--- config.mk ---
export PLATFORM = sky130hd
export DESIGN_NAME = ex_divider
export DESIGN_NICKNAME = d
export VERILOG_FILES = /design/src/rtl/ex_divider.sv
export SDC_FILE = /design/constraint.sdc
export NUM_CORES = 1
export LEC_CHECK = 0
export ABC_CLOCK_PERIOD_IN_PS = 19600
export BUFFER_PORTS_ARGS = -buffer_cell sky130_fd_sc_hd__buf_2
export CORE_UTILIZATION = 40
export CTS_CLUSTER_SIZE = 10
export DETAILED_ROUTE_END_ITERATION = 8
export GPL_ROUTABILITY_DRIVEN = 0
export HOLD_SLACK_MARGIN = 0.02
export PLACE_DENSITY_LB_ADDON = 0.05
export SETUP_SLACK_MARGIN = 0.02
export SLEW_MARGIN = 15
export SYNTH_ARGS = -nofsm -noshare
export SYNTH_HDL_FRONTEND = slang
export SYNTH_SLANG_ARGS = --single-unit
--- constraint.sdc ---
create_clock -name clock -period 19.6 [get_ports clock]
set_clock_uncertainty 0.05 [all_clocks]
set_input_delay 1.96 -clock clock [delete_from_list [all_inputs] [get_ports clock]]
set_output_delay 1.96 -clock clock [all_outputs]
set_load 0.02 [all_outputs]
--- src/rtl/ex_divider.sv ---
// ----------------------------------------------------------------------------
// ex_divider
//
// Iterative radix-2 restoring divider for the RV64M DIV/DIVU/REM/REMU
// instructions and their W variants. It sits in the EX stage and holds the
// pipeline through stall_req_o while a division is in flight, then presents
// the result for exactly one cycle (done_o) while the stall is released so
// EX/MEM captures it.
//
// Ports:
//   clock        rising-edge clock
//   reset_n      asynchronous active-low reset
//   start_i      ID/EX holds a valid divide/remainder instruction
//   op_i         00 DIV, 01 DIVU, 10 REM, 11 REMU
//   word_i       W variant: operate on src[31:0], sign-extend the result
//   src1_i       dividend
//   src2_i       divisor
//   kill_i       abort the in-flight operation (trap or redirect)
//   stall_req_o  combinational stall request to the hazard controller
//   done_o       registered; result_o is valid this cycle
//   result_o     registered quotient or remainder
//
// Configuration macro:
//   DIV_WORD_FAST_EN  when defined, W ops iterate 32 times on 32-bit
//                     magnitudes instead of 64; results are identical,
//                     only latency changes.
// ----------------------------------------------------------------------------
module ex_divider (
    input  logic        clock,
    input  logic        reset_n,
    input  logic        start_i,
    input  logic [1:0]  op_i,
    input  logic        word_i,
    input  logic [63:0] src1_i,
    input  logic [63:0] src2_i,
    input  logic        kill_i,
    output logic        stall_req_o,
    output logic        done_o,
    output logic [63:0] result_o
);

    typedef enum logic [1:0] {
        IDLE = 2'd0,
        CALC = 2'd1,
        DONE = 2'd2
    } state_t;

    localparam logic [6:0]  ITER_64   = 7'd64;
`ifdef DIV_WORD_FAST_EN
    localparam logic [6:0]  ITER_32   = 7'd32;
`endif
    localparam logic [63:0] MIN_64    = 64'h8000_0000_0000_0000;
    localparam logic [63:0] MIN_32_SX = 64'hFFFF_FFFF_8000_0000;

    // Sequential state
    state_t      state_q, state_d;
    logic [6:0]  count_q;
    logic [63:0] rem_q;
    logic [63:0] quo_q;
    logic [63:0] dvs_q;
    logic        neg_quo_q;
    logic        neg_rem_q;
    logic        rem_op_q;
    logic        word_q;
    logic        done_q;
    logic [63:0] result_q;

    // Operand preparation (only meaningful in the IDLE start cycle)
    logic        signed_op;
    logic        rem_op;
    logic [63:0] a_ext, b_ext;
    logic        a_neg, b_neg;
    logic [63:0] mag_a, mag_b;
    logic        div_zero;
    logic        overflow;
    logic        special;
    logic [63:0] special_res;
    logic [63:0] quo_load;
    logic [6:0]  n_iter;

    // One restoring step
    logic [64:0] shifted;
    logic [64:0] trial;
    logic        fits;
    logic [63:0] rem_step;
    logic [63:0] quo_step;

    // Apply signs to the unsigned quotient/remainder, select the requested
    // one, and sign-extend the low word for W ops.
    function automatic logic [63:0] finalize(
        input logic [63:0] quo,
        input logic [63:0] rem,
        input logic        neg_quo,
        input logic        neg_rem,
        input logic        is_rem,
        input logic        is_word
    );
        logic [63:0] val;
        if (is_rem) val = neg_rem ? (~rem + 64'd1) : rem;
        else        val = neg_quo ? (~quo + 64'd1) : quo;
        return is_word ? {{32{val[31]}}, val[31:0]} : val;
    endfunction

    assign signed_op = ~op_i[0];
    assign rem_op    = op_i[1];

    always_comb begin
        // NOTE: every signal written here gets a value on every path first,
        // otherwise synthesis infers a latch to hold the old value.
        a_ext    = src1_i;
        b_ext    = src2_i;
        quo_load = '0;
        n_iter   = ITER_64;

        if (word_i) begin
            a_ext = signed_op ? {{32{src1_i[31]}}, src1_i[31:0]} : {32'h0, src1_i[31:0]};
            b_ext = signed_op ? {{32{src2_i[31]}}, src2_i[31:0]} : {32'h0, src2_i[31:0]};
        end

        a_neg = signed_op & a_ext[63];
        b_neg = signed_op & b_ext[63];
        // Negating the most-negative value yields 2^63, which is the correct
        // unsigned magnitude.
        mag_a = a_neg ? (~a_ext + 64'd1) : a_ext;
        mag_b = b_neg ? (~b_ext + 64'd1) : b_ext;

        div_zero = (b_ext == 64'd0);
        overflow = signed_op
                 & (a_ext == (word_i ? MIN_32_SX : MIN_64))
                 & (b_ext == {64{1'b1}});
        special  = div_zero | overflow;

        // Divide-by-zero: quotient all ones, remainder the dividend.
        // Overflow: quotient is the dividend (most-negative), remainder 0.
        special_res = finalize(div_zero ? {64{1'b1}} : a_ext,
                               div_zero ? a_ext : 64'd0,
                               1'b0, 1'b0, rem_op, word_i);

`ifdef DIV_WORD_FAST_EN
        // W magnitudes fit in 32 bits; park them in the top half so the
        // first 32 shifts consume them.
        if (word_i) begin
            n_iter   = ITER_32;
            quo_load = {mag_a[31:0], 32'h0};
        end else begin
            quo_load = mag_a;
        end
`else
        quo_load = mag_a;
`endif
    end

    // Remainder stays below the divisor, so the shifted value fits in 65 bits
    // and bit 64 of the trial difference is a clean borrow flag.
    assign shifted  = {rem_q, quo_q[63]};
    assign trial    = shifted - {1'b0, dvs_q};
    assign fits     = ~trial[64];
    assign rem_step = fits ? trial[63:0] : shifted[63:0];
    assign quo_step = {quo_q[62:0], fits};

    always_comb begin
        state_d = state_q;
        case (state_q)
            IDLE:    if (start_i) state_d = special ? DONE : CALC;
            CALC:    if (count_q == 7'd1) state_d = DONE;
            DONE:    state_d = IDLE;  // start_i here is the instruction being released
            default: state_d = IDLE;
        endcase
        if (kill_i) state_d = IDLE;
    end

    assign stall_req_o = ~kill_i & (((state_q == IDLE) & start_i) | (state_q == CALC));
    assign done_o      = done_q;
    assign result_o    = result_q;

    // NOTE: sequential state uses non-blocking assignments so every register
    // samples the pre-edge values regardless of statement order.
    always_ff @(posedge clock or negedge reset_n) begin
        if (!reset_n) begin
            // NOTE: datapath registers are reset alongside control so no
            // partial result can ever reach result_o after reset.
            state_q   <= IDLE;
            count_q   <= '0;
            rem_q     <= '0;
            quo_q     <= '0;
            dvs_q     <= '0;
            neg_quo_q <= 1'b0;
            neg_rem_q <= 1'b0;
            rem_op_q  <= 1'b0;
            word_q    <= 1'b0;
            done_q    <= 1'b0;
            result_q  <= '0;
        end else begin
            state_q <= state_d;
            done_q  <= (state_d == DONE);
            if (kill_i) begin
                count_q <= '0;
            end else begin
                case (state_q)
                    IDLE: begin
                        if (start_i) begin
                            dvs_q     <= mag_b;
                            rem_q     <= '0;
                            quo_q     <= quo_load;
                            neg_quo_q <= a_neg ^ b_neg;
                            neg_rem_q <= a_neg;
                            rem_op_q  <= rem_op;
                            word_q    <= word_i;
                            count_q   <= special ? 7'd0 : n_iter;
                            if (special) result_q <= special_res;
                        end
                    end
                    CALC: begin
                        rem_q   <= rem_step;
                        quo_q   <= quo_step;
                        count_q <= count_q - 7'd1;
                        if (count_q == 7'd1)
                            result_q <= finalize(quo_step, rem_step, neg_quo_q,
                                                 neg_rem_q, rem_op_q, word_q);
                    end
                    default: ;
                endcase
            end
        end
    end

endmodule

==> impl_metrics.csv, run 1 <==
group,metric,value,unit
setup_path,ff2ff_path_depth,24,
floorplanning,row_count,91,
clock_network,path_clk_slew,0.06,ns
setup_path,end_kind,"register",
floorplanning,die_area,64300,um2
clock_network,cts_tree,"done",
routing,drc_errors,0,
grt,met2_usage,0.515,
floorplanning,die_width,254,um
power,power,4830,uW
min_path,whs_endpoint,"result_o[31]",
grt,grt_most_used_layer,"met2",
sta,drv_slew,0,
routing,via_per_inst,6.19,
grt,grt_pass1_wl,156000,um
synth,synth_nets,3704,
sta,worst_pin_slew,1.17,ns
grt,track_usage,0.313,
clock_network,postCtsHoldBufs,0,
layout,seqCellArea,6760,um2
clock_network,numCtsBuffers,36,
synth,yosysSeqAreaShare,0.267,
grt,grt_pass1_vias,26004,
setup_path,path_class,"reg2reg",
grt,grt_use_met3,0.0400,
clock_network,cts_buffer_depth,3,
synth,synthTopCellsByArea,"dfrtp_1, o21ai_0, nand2_1",
clock_network,cts.root.buffer_cell,"clkbuf_16",
min_path,whs_path_depth,2,
synth,synth_seq_cells,270,
sta,relSlewSlack,0.218,
setup_path,timing.rr.start,"rem_q[48]",
floorplanning,core,62200,um2
synth,synth-edff-count,0,
routing,dr.pass1.iters,6,
grt,grtUsageMet1,0.406,
layout,stdcell_area,28000,um2
sta,hold_violations,0,
layout,multiInputGateArea,17400,um2
clock_network,worst_skew_pair.late_latency,0.58,ns
routing,postRouteAntennaNets,0,
sta,rsz0062_at_grt,"false",
layout,drive_gt1_frac,0.102,
placed_design,placed_area,26900,um2
setup_path,crit_arrival,8.33,ns
grt,grt_max_degree,108,
power,pwr_density_cell,172,nW/um2
grt,gr-total-overflow,0,
synth,syn-mean-instance-area,7.24,um2
setup_path,cp_max_fo,73,
power,p_leak,0.0116,uW
min_path,min-delay-start,"result_o[31]",
clock_network,cts_resized,0,
run_status,status,"completed",
synth,syn_area,25300,um2
sta,finalCritPeriodShare,0.405,
placed_design,dp_hpwl,78000,um
setup_path,timing.rr.end,"result_o[48]",
routing,initialDrtViolationCount,2775,
setup_path,critPathLaunchType,"register",
floorplanning,die_h,254,um
floorplanning,ioPinCount,201,
sta,fmax,126,MHz
synth,synth_cell_types,98,
synth,synth_common_cells,"o21ai_0, nand2_1, a21oi_1",
clock_network,htreeDepth,2,
sta,post-route-min-period,7.94,ns
sta,holdWs,0.415,ns
clock_network,cts_sinks,270,
floorplanning,initial_utilization,0.407,
clock_network,post_cts.repair.setup_buffers,0,
synth,synth_cells,3497,
synth,synth_top_area_share,0.267,
routing,routedWlPerCell,23.1,um
sta,setup_viol,0,
routing,totalWireLength,102000,um
layout,postLayoutCoreUtil,0.451,
layout,final_nets,3769,
placed_design,io_buffers,200,
layout,areaGrowthSynthToFinish,10.8,%
power,ir_drop,0.000111,V
setup_path,r2r_setup_slack,11.66,ns
synth,synth_top_cell_by_area,"dfrtp_1",
grt,antenna_found_initial,0,
flow_run,drv_cap,0,
routing,dr_total_vias,27358,
synth,yosys_warnings,0,
synth,yosysMostFrequentCell,"o21ai_0",
sta,finalSetupTns,0,ns
layout,fill_cells,6578,
layout,n_antenna_cell,0,
synth,async_flop_share,1.00,
setup_path,critPathRequiredTime,19.99,ns
min_path,holdCritPathClass,"reg2reg",
synth,yosys_most_used_dff,"dfrtp_1",
kinds of logic after synthesis:
group	synth area share
fa+ha+maj	0.0363
mux	0.0196
flops	0.267
xor+xnor	0.0844
simple gates	0.245
buf+inv	0.0485
compound gates	0.299
layout make-up:
cell class | instances | area share
clock buffer | 51 | 0.0377
clock inverter | 8 | 0.00263
inverter | 100 | 0.0134
multi-input combinational | 2913 | 0.621
sequential | 270 | 0.241
tap | 837 | 0.0373
timing repair buffer | 241 | 0.0470
registers in the layout, indices dropped and copies added (netlist names), 2 cells and up:
signal,count
dvs_q,64
rem_q,64
count_q,7
result_o,64
quo_q,64
state_q,2
cells in the final DEF (no fill, tap or decap), drive strengths merged, types with 23 or more instances in the layout:
cell	count
o31ai	64
dfrtp	270
nand2b	34
xnor2	120
o211ai	29
nand3	77
o21ai	459
nor2	317
nand4	57
inv	99
a221oi	23
nor3	133
xor2	124
ha	71
a31oi	51
clkbuf	51
a21oi	323
a21o	58
mux2i	44
or4	33
a211oi	33
or3	53
nand2	445
and2	26
buf	241
nor4	45
critical path, cell delays in order (launching register included):
cell and delay (ns):
dfrtp_1 0.43, ha_1 0.45, a21oi_1 0.23, o21ai_0 0.15
a2111oi_0 0.78, nor4_1 0.24, nor3_1 0.24, and3_1 0.36
nor2_4 0.20, inv_2 0.45, buf_4 0.69, ha_1 0.30
nand2b_1 0.10, or4_1 0.47, or4_1 0.58, inv_1 0.11
nand2_1 0.21, or2_2 0.37, o21ai_0 0.54, nand2_1 0.14
xnor2_1 0.17, nor2_1 0.06, a21oi_1 0.15, nor2_1 0.05
o31a_1 0.25
worst max path at each step:
| stage | from | to | cells after the start |
|---|---|---|---|
| floorplan | quo_q[63] | result_o[48] | 30 |
| global placement | rem_q[48] | result_o[48] | 24 |
| detailed placement | rem_q[48] | result_o[48] | 24 |
| CTS | rem_q[48] | result_o[48] | 24 |
| global route | rem_q[48] | result_o[48] | 24 |
| finish | rem_q[48] | result_o[48] | 24 |
power breakdown:
part / leakage, uW / switching (uW) / internal, uW
combinational: 0.00763 / 2180 / 1080
sequential: 0.00344 / 198 / 717
clock: 0.000562 / 277 / 375
through the flow:
| step | setup WS, ns | cells |
|---|---|---|
| after floorplan | 13.06 | 3497 |
| after CTS | 11.86 | 4420 |
| after global placement | 12.08 | 4361 |
| final | 11.66 | 4420 |
| after detailed placement | 11.91 | 4361 |
| after global routing | 11.08 | 4420 |
metal layers:
layer	wire length, um	vias to the layer above
met3	6270	211
li1	-	12871
met2	48000	1111
met5	0	-
met1	43000	13165
met4	4950	0
No activity file was read; power rests on OpenSTA's default activity.
==> run 2, diff against run 1 <==
--- a/config.mk
+++ b/config.mk
@@ -5,7 +5,8 @@
 export SDC_FILE = /design/constraint.sdc
 export NUM_CORES = 1
 export LEC_CHECK = 0
-export ABC_CLOCK_PERIOD_IN_PS = 19600
+export ABC_AREA = 1
+export ABC_CLOCK_PERIOD_IN_PS = 7500
 export BUFFER_PORTS_ARGS = -buffer_cell sky130_fd_sc_hd__buf_2
 export CORE_UTILIZATION = 40
 export CTS_CLUSTER_SIZE = 10
==> constraint.sdc (replaced) <==
create_clock -name clock -period 7.5 [get_ports clock]
set_clock_uncertainty 0.05 [all_clocks]
set_input_delay 0.75 -clock clock [delete_from_list [all_inputs] [get_ports clock]]
set_output_delay 0.75 -clock clock [all_outputs]
set_load 0.02 [all_outputs]
==> run 2 against run 1 <==
Effect of this change: via count is 22% higher; cell area grew 13%; final cell count is 38% higher; largest cell class unchanged; core utilization decreased by 0.68 points; setup slack lost 10 ns; sequential cell count unchanged; highest routed layer is now met5; critical endpoint is now result_o[62]; sequential share of layout area is 2.8 points lower; die area up 14%.
==> impl_metrics.csv, run 2 <==
group,metric,value,unit
run_status,status,"completed",
synth,yosys_most_used_dff,"dfrtp_1",
synth,syn_area,28900,um2
setup_path,path_common_cell,"nand2_1",
routing,initialDrtViolationCount,4046,
setup_path,timing.rr.start,"rem_q[38]",
clock_network,path_clk_slew,0.06,ns
sta,rsz0062_at_grt,"false",
clock_network,cts.root.buffer_cell,"clkbuf_16",
setup_path,critPathRequiredTime,7.95,ns
synth,synth_cells,5030,
sta,post-route-min-period,5.81,ns
clock_network,cts_resized,0,
floorplanning,core,71500,um2
sta,relSlewSlack,0.185,
setup_path,cp-startpoint,"rem_q[38]",
synth,synth-edff-count,0,
sta,finalCritPeriodShare,0.775,
synth,yosys_warnings,0,
setup_path,crit_arrival,6.26,ns
sta,drv_slew,0,
routing,routedWlPerCell,22.0,um
synth,yosysMostFrequentCell,"nand2_1",
clock_network,postCtsHoldBufs,0,
routing,totalWireLength,134000,um
synth,synthTopCellsByArea,"dfrtp_1, nand2_1, inv_1",
routing,drt-met1-wl,60900,um
sta,hold_violations,0,
synth,async_flop_share,1.00,
routing,top_layer_used,"met5",
setup_path,max_stage_delay,0.44,ns
clock_network,cts_tree,"done",
power,clkPwrFrac,0.128,
layout,areaGrowthSynthToFinish,9.92,%
layout,layout_common_cells,"nand2_1, inv_1, nor2_1",
layout,fill_cells,7993,
grt,antenna_found_initial,15,
routing,drc_errors,0,
synth,syn-mean-instance-area,5.74,um2
grt,grt_max_degree,130,
power,p_leak,0.0170,uW
grt,grt_pass1_vias,30301,
grt,track_usage,0.359,
sta,finalSetupTns,0,ns
routing,via_per_inst,5.49,
routing,met2WireLength,54200,um
placed_design,io_buffers,200,
synth,synth_cell_types,62,
grt,grt_pass1_wl,198000,um
setup_path,critPathSlowestCell,"dfrtp_1",
power,seqPwrFrac,0.160,
routing,dr.pass1.iters,6,
routing,postRouteAntennaNets,0,
placed_design,dp_hpwl,107000,um
power,ir_drop,0.000338,V
power,pwr_density_cell,463,nW/um2
clock_network,htreeDepth,2,
synth,synth_top_area_share,0.234,
synth,synth_seq_cells,270,
flow_run,drv_cap,0,
synth,synth_nets,5237,
clock_network,cts_sinks,270,
layout,postLayoutCoreUtil,0.444,
setup_path,ff2ff_path_depth,30,
clock_network,worst_skew_pair.late_latency,0.58,ns
layout,layout_commonest_cell,"nand2_1",
setup_path,critPathLaunchType,"register",
layout,drive_gt1_frac,0.0850,
synth,synth_common_cells,"nand2_1, inv_1, nor2_1",
floorplanning,die_h,271,um
power,p_sw_frac,0.602,
synth,synth_top_cell_by_area,"dfrtp_1",
floorplanning,die_width,271,um
synth,yosysSeqAreaShare,0.234,
floorplanning,ioPinCount,201,
power,power.internal,5850,uW
power,p_comb_frac,0.712,
sta,worst_pin_slew,1.21,ns
clock_network,cts_buffer_depth,3,
clock_network,post_cts.repair.setup_buffers,0,
routing,wl_met3,13300,um
sta,fmax,172,MHz
layout,final_nets,5324,
grt,gr-total-overflow,0,
floorplanning,die_area,73300,um2
setup_path,path_class,"reg2reg",
min_path,holdCritPathClass,"in2async",
routing,dr_total_vias,33472,
floorplanning,initial_utilization,0.404,
sta,setup_viol,0,
setup_path,cp_max_fo,12,
power,p_sw,8850,uW
clock_network,numCtsBuffers,39,
floorplanning,row_count,98,
setup_path,end_kind,"register",
run 2: worst paths after layout:
check,slack [ns],endpoint
max,1.69,result_o[62]
min,0.10,dvs_q[50]
max reg2reg,1.69,result_o[62]
min reg2reg,0.42,result_o[52]
max in group asynchronous,5.64,rem_op_q
min in group clock,0.42,result_o[52]
run 2: cell type report:
class | count | area (um2) | area share
timing repair buffer | 230 | 1260 | 0.0397
clock buffer | 56 | 1130 | 0.0356
clock inverter | 12 | 105 | 0.00331
antenna | 1 | 2.50 | 0.0000788
inverter | 798 | 3000 | 0.0944
sequential | 270 | 6760 | 0.213
tap | 950 | 1190 | 0.0374
multi-input combinational | 3778 | 18300 | 0.577
run 2: per-stage QoR:
stage	power (uW)	cells	setup WS (ns)	cell area, um2	hold WS, ns
finish	14700	6095	1.69	31800	0.104
floorplan	9470	5030	2.80	28900	0.399
detailed placement	12600	6026	1.94	30500	0.411
global route	15900	6094	1.21	31800	0.179
CTS	14500	6094	1.88	31800	0.177
global placement	12600	6026	1.90	30500	0.409
run 2: logic make-up (layout without fill, tap and decap cells):
logic type | Yosys count | count (layout) | share of synthesized area
AO/OA/AOI/OAI | 872 | 872 | 0.165
XOR/XNOR | 124 | 124 | 0.0376
adder cells (fa/ha/maj) | 75 | 75 | 0.0325
buffers and inverters | 982 | 1096 | 0.134
flip-flops | 270 | 270 | 0.234
other | 0 | 1 | 0
AND/OR/NAND/NOR | 2707 | 2707 | 0.398
run 2: critical path, delay by kind of cell (launching register included):
kind / cells / cell delay, ns
AND/OR/NAND/NOR: 21 / 3.14
AO/OA/AOI/OAI: 5 / 1.25
adder cells (fa/ha/maj): 2 / 0.59
flip-flops: 1 / 0.44
XOR/XNOR: 1 / 0.16
buffers and inverters: 1 / 0.11
run 2: layer usage:
| metal | global-route usage | vias to the layer above |
|---|---|---|
| met5 | 0 | - |
| met3 | 0.0797 | 221 |
| li1 | - | 16248 |
| met1 | 0.518 | 15402 |
| met4 | 0.142 | 6 |
| met2 | 0.511 | 1595 |
run 2: power groups by stage:
stage | logic, uW | registers (uW) | clock network (uW)
2_1_floorplan | 7080 | 2380 | 0
3_3_place_gp | 10200 | 2360 | 0
3_5_place_dp | 10200 | 2360 | 0
4_1_cts | 10300 | 2340 | 1890
5_1_grt | 11500 | 2400 | 1940
6_report | 10500 | 2350 | 1880
